**src/rtl/serial_adder.sv**
```systemverilog
// -----------------------------------------------------------------------------
// serial_adder
//   Bit-serial unsigned adder. It latches a and b when start is seen in IDLE,
//   then adds one bit per clock, LSB first, for N clocks. After that it presents
//   the registered {cout, sum} and pulses done for one cycle.
//
//   Timeline:
//     E0         start sampled in IDLE, operands latched, go to RUN
//     E1..EN     one result bit per edge
//     EN         sum/cout loaded, go to DONE
//     EN+1       back to IDLE; a start can be taken at EN+2 at the earliest
//
//   Ports:
//     clk    in   single clock, rising edge
//     rst    in   asynchronous, active-high reset
//     start  in   begin an addition (taken only in IDLE)
//     a, b   in   N-bit unsigned operands
//     busy   out  high in RUN and DONE
//     done   out  one-cycle pulse; sum/cout are valid from this cycle on
//     sum    out  registered (a + b) mod 2^N; changes only on entry to DONE
//     cout   out  registered carry out (bit N of a + b)
// -----------------------------------------------------------------------------

// One-bit full adder cell used by the serial datapath.
//   i_a, i_b, i_c : addend bits and carry in
//   o_s, o_c      : sum bit and carry out (majority)
module serial_adder_fa (
  input  logic i_a,
  input  logic i_b,
  input  logic i_c,
  output logic o_s,
  output logic o_c
);
  assign o_s = i_a ^ i_b ^ i_c;
  assign o_c = (i_a & i_b) | (i_a & i_c) | (i_b & i_c);
endmodule

module serial_adder #(
  parameter int N = 4
) (
  input  logic         clk,
  input  logic         rst,
  input  logic         start,
  input  logic [N-1:0] a,
  input  logic [N-1:0] b,
  output logic         busy,
  output logic         done,
  output logic [N-1:0] sum,
  output logic         cout
);

  // Wide enough to hold N, so the counter cannot wrap during an operation.
  localparam int CW = $clog2(N + 1);

  typedef enum logic [1:0] {
    IDLE = 2'd0,
    RUN  = 2'd1,
    DONE = 2'd2
  } state_t;

  state_t         r_state;
  state_t         w_state_nxt;

  logic [N-1:0]   r_a;       // operand shift registers; bit 0 is the current bit
  logic [N-1:0]   r_b;
  logic [N-1:0]   r_res;     // result bits enter at the MSB and shift toward the LSB
  logic           r_c;       // running carry
  logic [CW-1:0]  r_cnt;     // number of bits already produced in this RUN

  logic           w_bit;
  logic           w_c_nxt;
  logic           w_last;
  logic [N-1:0]   w_res_nxt;

  serial_adder_fa u_fa (
    .i_a (r_a[0]),
    .i_b (r_b[0]),
    .i_c (r_c),
    .o_s (w_bit),
    .o_c (w_c_nxt)
  );

  // The bit being produced now is the last one (bit N-1).
  assign w_last = (r_cnt == CW'(N - 1));

  // Shift the new bit in at the top. After N shifts, bit 0 has reached the LSB.
  // The shift is written as a shift followed by a bit set, so N=1 needs no
  // special case.
  always_comb begin
    w_res_nxt        = r_res >> 1;
    w_res_nxt[N-1]   = w_bit;
  end

  // ---------------------------------------------------------------------------
  // FSM
  // ---------------------------------------------------------------------------
  always_ff @(posedge clk or posedge rst) begin
    if (rst) r_state <= IDLE;
    else     r_state <= w_state_nxt;
  end

  always_comb begin
    w_state_nxt = r_state;
    busy        = 1'b0;
    done        = 1'b0;
    case (r_state)
      IDLE: begin
        if (start) w_state_nxt = RUN;
      end
      RUN: begin
        busy = 1'b1;
        if (w_last) w_state_nxt = DONE;
      end
      DONE: begin
        busy        = 1'b1;
        done        = 1'b1;
        w_state_nxt = IDLE;
      end
      default: w_state_nxt = IDLE;
    endcase
  end

  // ---------------------------------------------------------------------------
  // Datapath
  // ---------------------------------------------------------------------------
  always_ff @(posedge clk or posedge rst) begin
    if (rst) begin
      r_a   <= '0;
      r_b   <= '0;
      r_res <= '0;
      r_c   <= 1'b0;
      r_cnt <= '0;
      sum   <= '0;
      cout  <= 1'b0;
    end else begin
      case (r_state)
        IDLE: begin
          // Operands are captured only here, so later changes on a/b have no
          // effect. The carry starts at 0 for every operation.
          if (start) begin
            r_a   <= a;
            r_b   <= b;
            r_c   <= 1'b0;
            r_cnt <= '0;
          end
        end
        RUN: begin
          r_a   <= r_a >> 1;
          r_b   <= r_b >> 1;
          r_c   <= w_c_nxt;
          r_res <= w_res_nxt;
          r_cnt <= r_cnt + CW'(1);
          // Outputs update only here, so partial results never appear on them.
          if (w_last) begin
            sum   <= w_res_nxt;
            cout  <= w_c_nxt;
            r_cnt <= '0;
          end
        end
        default: ;
      endcase
    end
  end

endmodule

```
**config.mk**
```make
export PLATFORM = sky130hd
export DESIGN_NAME = serial_adder
export DESIGN_NICKNAME = d
export VERILOG_FILES = /design/src/rtl/serial_adder.sv
export SDC_FILE = /design/constraint.sdc
export NUM_CORES = 1
export LEC_CHECK = 0
export BUFFER_PORTS_ARGS = -buffer_cell sky130_fd_sc_hd__clkbuf_2
export CORE_UTILIZATION = 54
export CTS_BUF_LIST = sky130_fd_sc_hd__clkbuf_8 sky130_fd_sc_hd__clkbuf_16
export DETAILED_ROUTE_END_ITERATION = 8
export PLACE_DENSITY = 0.85
export SYNTH_ARGS = -nofsm -noshare
export SYNTH_HDL_FRONTEND = slang
export SYNTH_HIERARCHICAL = 1
export SYNTH_SLANG_ARGS = --single-unit
```
**constraint.sdc**
```tcl
create_clock -name clk -period 1.6 [get_ports clk]
set_input_delay 0.24 -clock clk [delete_from_list [all_inputs] [get_ports clk]]
set_output_delay 0.24 -clock clk [all_outputs]
set_load 0.005 [all_outputs]
```
==> out/metrics.csv <==
stage,metric,value,unit
run_status,run_status,finished clean,
pwr,p_leak,0.6509,nW
drt,routed_wl,1617,um
drt,drtPass1Iterations,3,
clocking,clk_transition_reported_paths,0.08,ns
clocking,cts.sinks,22,
worst_setup_path,cp_slowest_cell,dfrtp_1,
logic_synthesis,synth_warnings,6,
logic_synthesis,synthCells,84,
drt,num_vias,676,
timing,finalSetupTns,0,ns
floorplanning,core,1783,um2
timing,fin_crit_sh,0.9118,
logic_synthesis,synth_top_area_cell,dfrtp_1,
floorplanning,ios,18,
clocking,htreeDepth,1,
drt,route.detailed.wl_per_inst,12.25,um
global_route,track_usage,0.1841,
place,hpwlAfterDp,1182,um
global_route,antenna_found_initial,0,
clocking,post_cts_buffers,0,
worst_setup_path,critPathKind,reg -> reg,
clocking,cts_buffers,3,
layout,design_area,1274,um2
timing,tightestPinTransition,0.2712,ns
worst_setup_path,cp_data_required_time,1.74,ns
drt,ant_nets,0,
timing,fin_crit,1.459,ns
timing,fmax,685.5,MHz
logic_synthesis,avgSynthCellArea,12.75,um2
layout,syn_to_final_growth,18.93,%
clocking,cts_buffer_depth,2,
timing,setup_viol,0,
logic_synthesis,yosysTopAreaCellShare,0.5140,
floorplanning,start_util,0.6007,
floorplanning,fp.dieH,46.54,um
logic_synthesis,syn_nets,101,
drt,drc,0,
pwr,p_per_area,1960,nW/um2
floorplanning,core.rowCount,15,
global_route,overflow,0,
worst_setup_path,end_kind,register,
place,port_buffers,17,
timing,rsz0062_at_grt,no,
clocking,ctsResizeCount,0,
drt,via_per_inst,5.121,
worst_setup_path,critPathMaxFanout,16,
clocking,cts_tree,built,
floorplanning,dieArea,2166,um2
global_route,grt_pass1_wl,2704,um
worst_setup_path,crit_family,flip-flops,
logic_synthesis,ys_top_cells_by_area,"dfrtp_1 51%, mux2_2 8.4%, ha_1 5.8%, mux2i_1 5.6%, buf_6 4.2%",
timing,final_hold_viol_count,0,
logic_synthesis,synth.distinct_cells,21,
place,placed_cell_area,1192,um2
timing,maxSlewViolCount,0,
worst_setup_path,startpoint_type,register,
worst_setup_path,slowest_delay,0.42,ns
worst_setup_path,worstPathCellList,"inv_1, ha_1, mux2i_2, buf_4, o21ai_0",
floorplanning,die_width,46.54,um
timing,finClkSkew,0.007782,ns
place,gp_congestion,0.7172,
drt,initialDrtViolationCount,7,
pwr,ir_drop,1219,uV
timing,slew_headroom,0.8192,
worst_setup_path,critPathBufInv,2,
worst_setup_path,crit_arrival,1.60,ns
layout,num_antenna_cells,0,
hold_path,hold_class,in -> reg,
clocking,cts-root-buf,clkbuf_8,
logic_synthesis,syn_area,1071,um2
clocking,clock_latency,0.26,ns
flow_run,cap_violations,0,
layout,drive_above_1_share,0.3738,
clocking,holdBufCountCts,1,
logic_synthesis,ys_seq_elements,22,
global_route,grt_pass1_vias,666,
layout,finalNetCount,125,
global_route,grt_max_degree,23,
logic_synthesis,seq_area_frac_synth,0.5140,
==> cells in the final DEF (no fill, tap or decap), types with 4 or more instances in the layout <==
cell	Yosys	layout
mux2_2	8	8
o21ai_0	6	6
buf_4	0	4
dfrtp_1	22	22
mux2i_1	6	6
ha_1	5	5
nand2b_1	4	4
clkbuf_2	0	17
nand2_1	10	10
==> flip-flops by register name (all words and copies together) (netlist names) <==
name / flops
r_cnt: 3
r_b: 4
r_a: 4
cout: 1
r_res: 3
sum: 4
r_state: 2
r_c: 1
==> layer usage <==
layer  up-vias  GRT usage  wire length (um)
li1        336          -                 -
met1       323     0.2189               725
met2        15     0.3056               830
met3         2    0.03529                40
met4         0     0.1059                21
met5         -          0                 0
==> power breakdown <==
group / leakage [nW] / internal [W] / switching [W]
Sequential: 0.281 / 0.000801 / 0.000142
Clock: 0.0357 / 0.000334 / 0.000175
Combinational: 0.335 / 0.000551 / 0.000494
Total: 0.651 / 0.00169 / 0.000811
==> kinds of logic after synthesis <==
| logic type | after synthesis | share of synthesized area |
|---|---|---|
| AO/OA/AOI/OAI | 16 | 0.1063 |
| buffers and inverters | 7 | 0.05257 |
| multiplexers | 15 | 0.1530 |
| adder cells (fa/ha/maj) | 6 | 0.07710 |
| AND/OR/NAND/NOR | 18 | 0.09696 |
| flip-flops | 22 | 0.5140 |
==> metrics by stage <==
stage / power [W] / cells / utilization / setup WS (ns) / hold WS (ns)
floorplan: 0.001756 / 84 / - / 0.2612 / 0.2292
global placement: 0.001955 / 127 / 0.6688 / 0.2100 / 0.2639
detailed placement: 0.002010 / 127 / 0.6688 / 0.1330 / 0.2760
CTS: 0.002528 / 132 / 0.7144 / 0.1230 / 0.2209
global route: 0.002691 / 132 / 0.7144 / 0.04584 / 0.2322
finish: 0.002496 / 132 / 0.7144 / 0.1411 / 0.2164
==> final cells by class <==
type	instances	area, um2
Clock buffer	3	41.29
Multi-Input combinational cell	55	464.2
Sequential cell	22	550.5
Fill cell	139	509.2
Tap cell	25	31.28
Timing Repair Buffer	23	145.1
Inverter	3	11.26
Clock inverter	1	30.03
==> synth_stat cells <==
master and number:
a21boi_0 2, a32o_1 2, ha_1 5, nand3b_4 1, o22a_1 1, inv_1 3, and2_4 1, fa_1 1
o22ai_1 1, nand2_1 10, buf_6 4, o21ai_0 6, and2b_1 1, nand2b_1 4, mux2_2 8, mux2i_1 6
o21ai_2 3, nand3_1 1, o21a_1 1, dfrtp_1 22, mux2i_2 1
==> worst paths after layout <==
| kind | from | endpoint | slack (ns) | cells past startpoint |
|---|---|---|---|---|
| max in group asynchronous | rst | r_cnt[2] | 0.84 | 4 |
| worst max-delay path | r_state[0] | r_b[3] | 0.14 | 5 |
| min in group asynchronous | rst | sum[2] | 0.54 | 4 |
| worst max register to register | r_state[0] | r_b[3] | 0.14 | 5 |
| worst min register to register | r_cnt[0] | r_cnt[0] | 0.49 | 1 |
| worst min-delay path | a[3] | r_a[3] | 0.22 | 3 |
==> worst min-delay path: cells and delay by family <==
family          cells  cell delay (ns)
compound gates      1             0.05
buf+inv             1             0.08
simple gates        1             0.08
(Power assumes the default switching activity.)
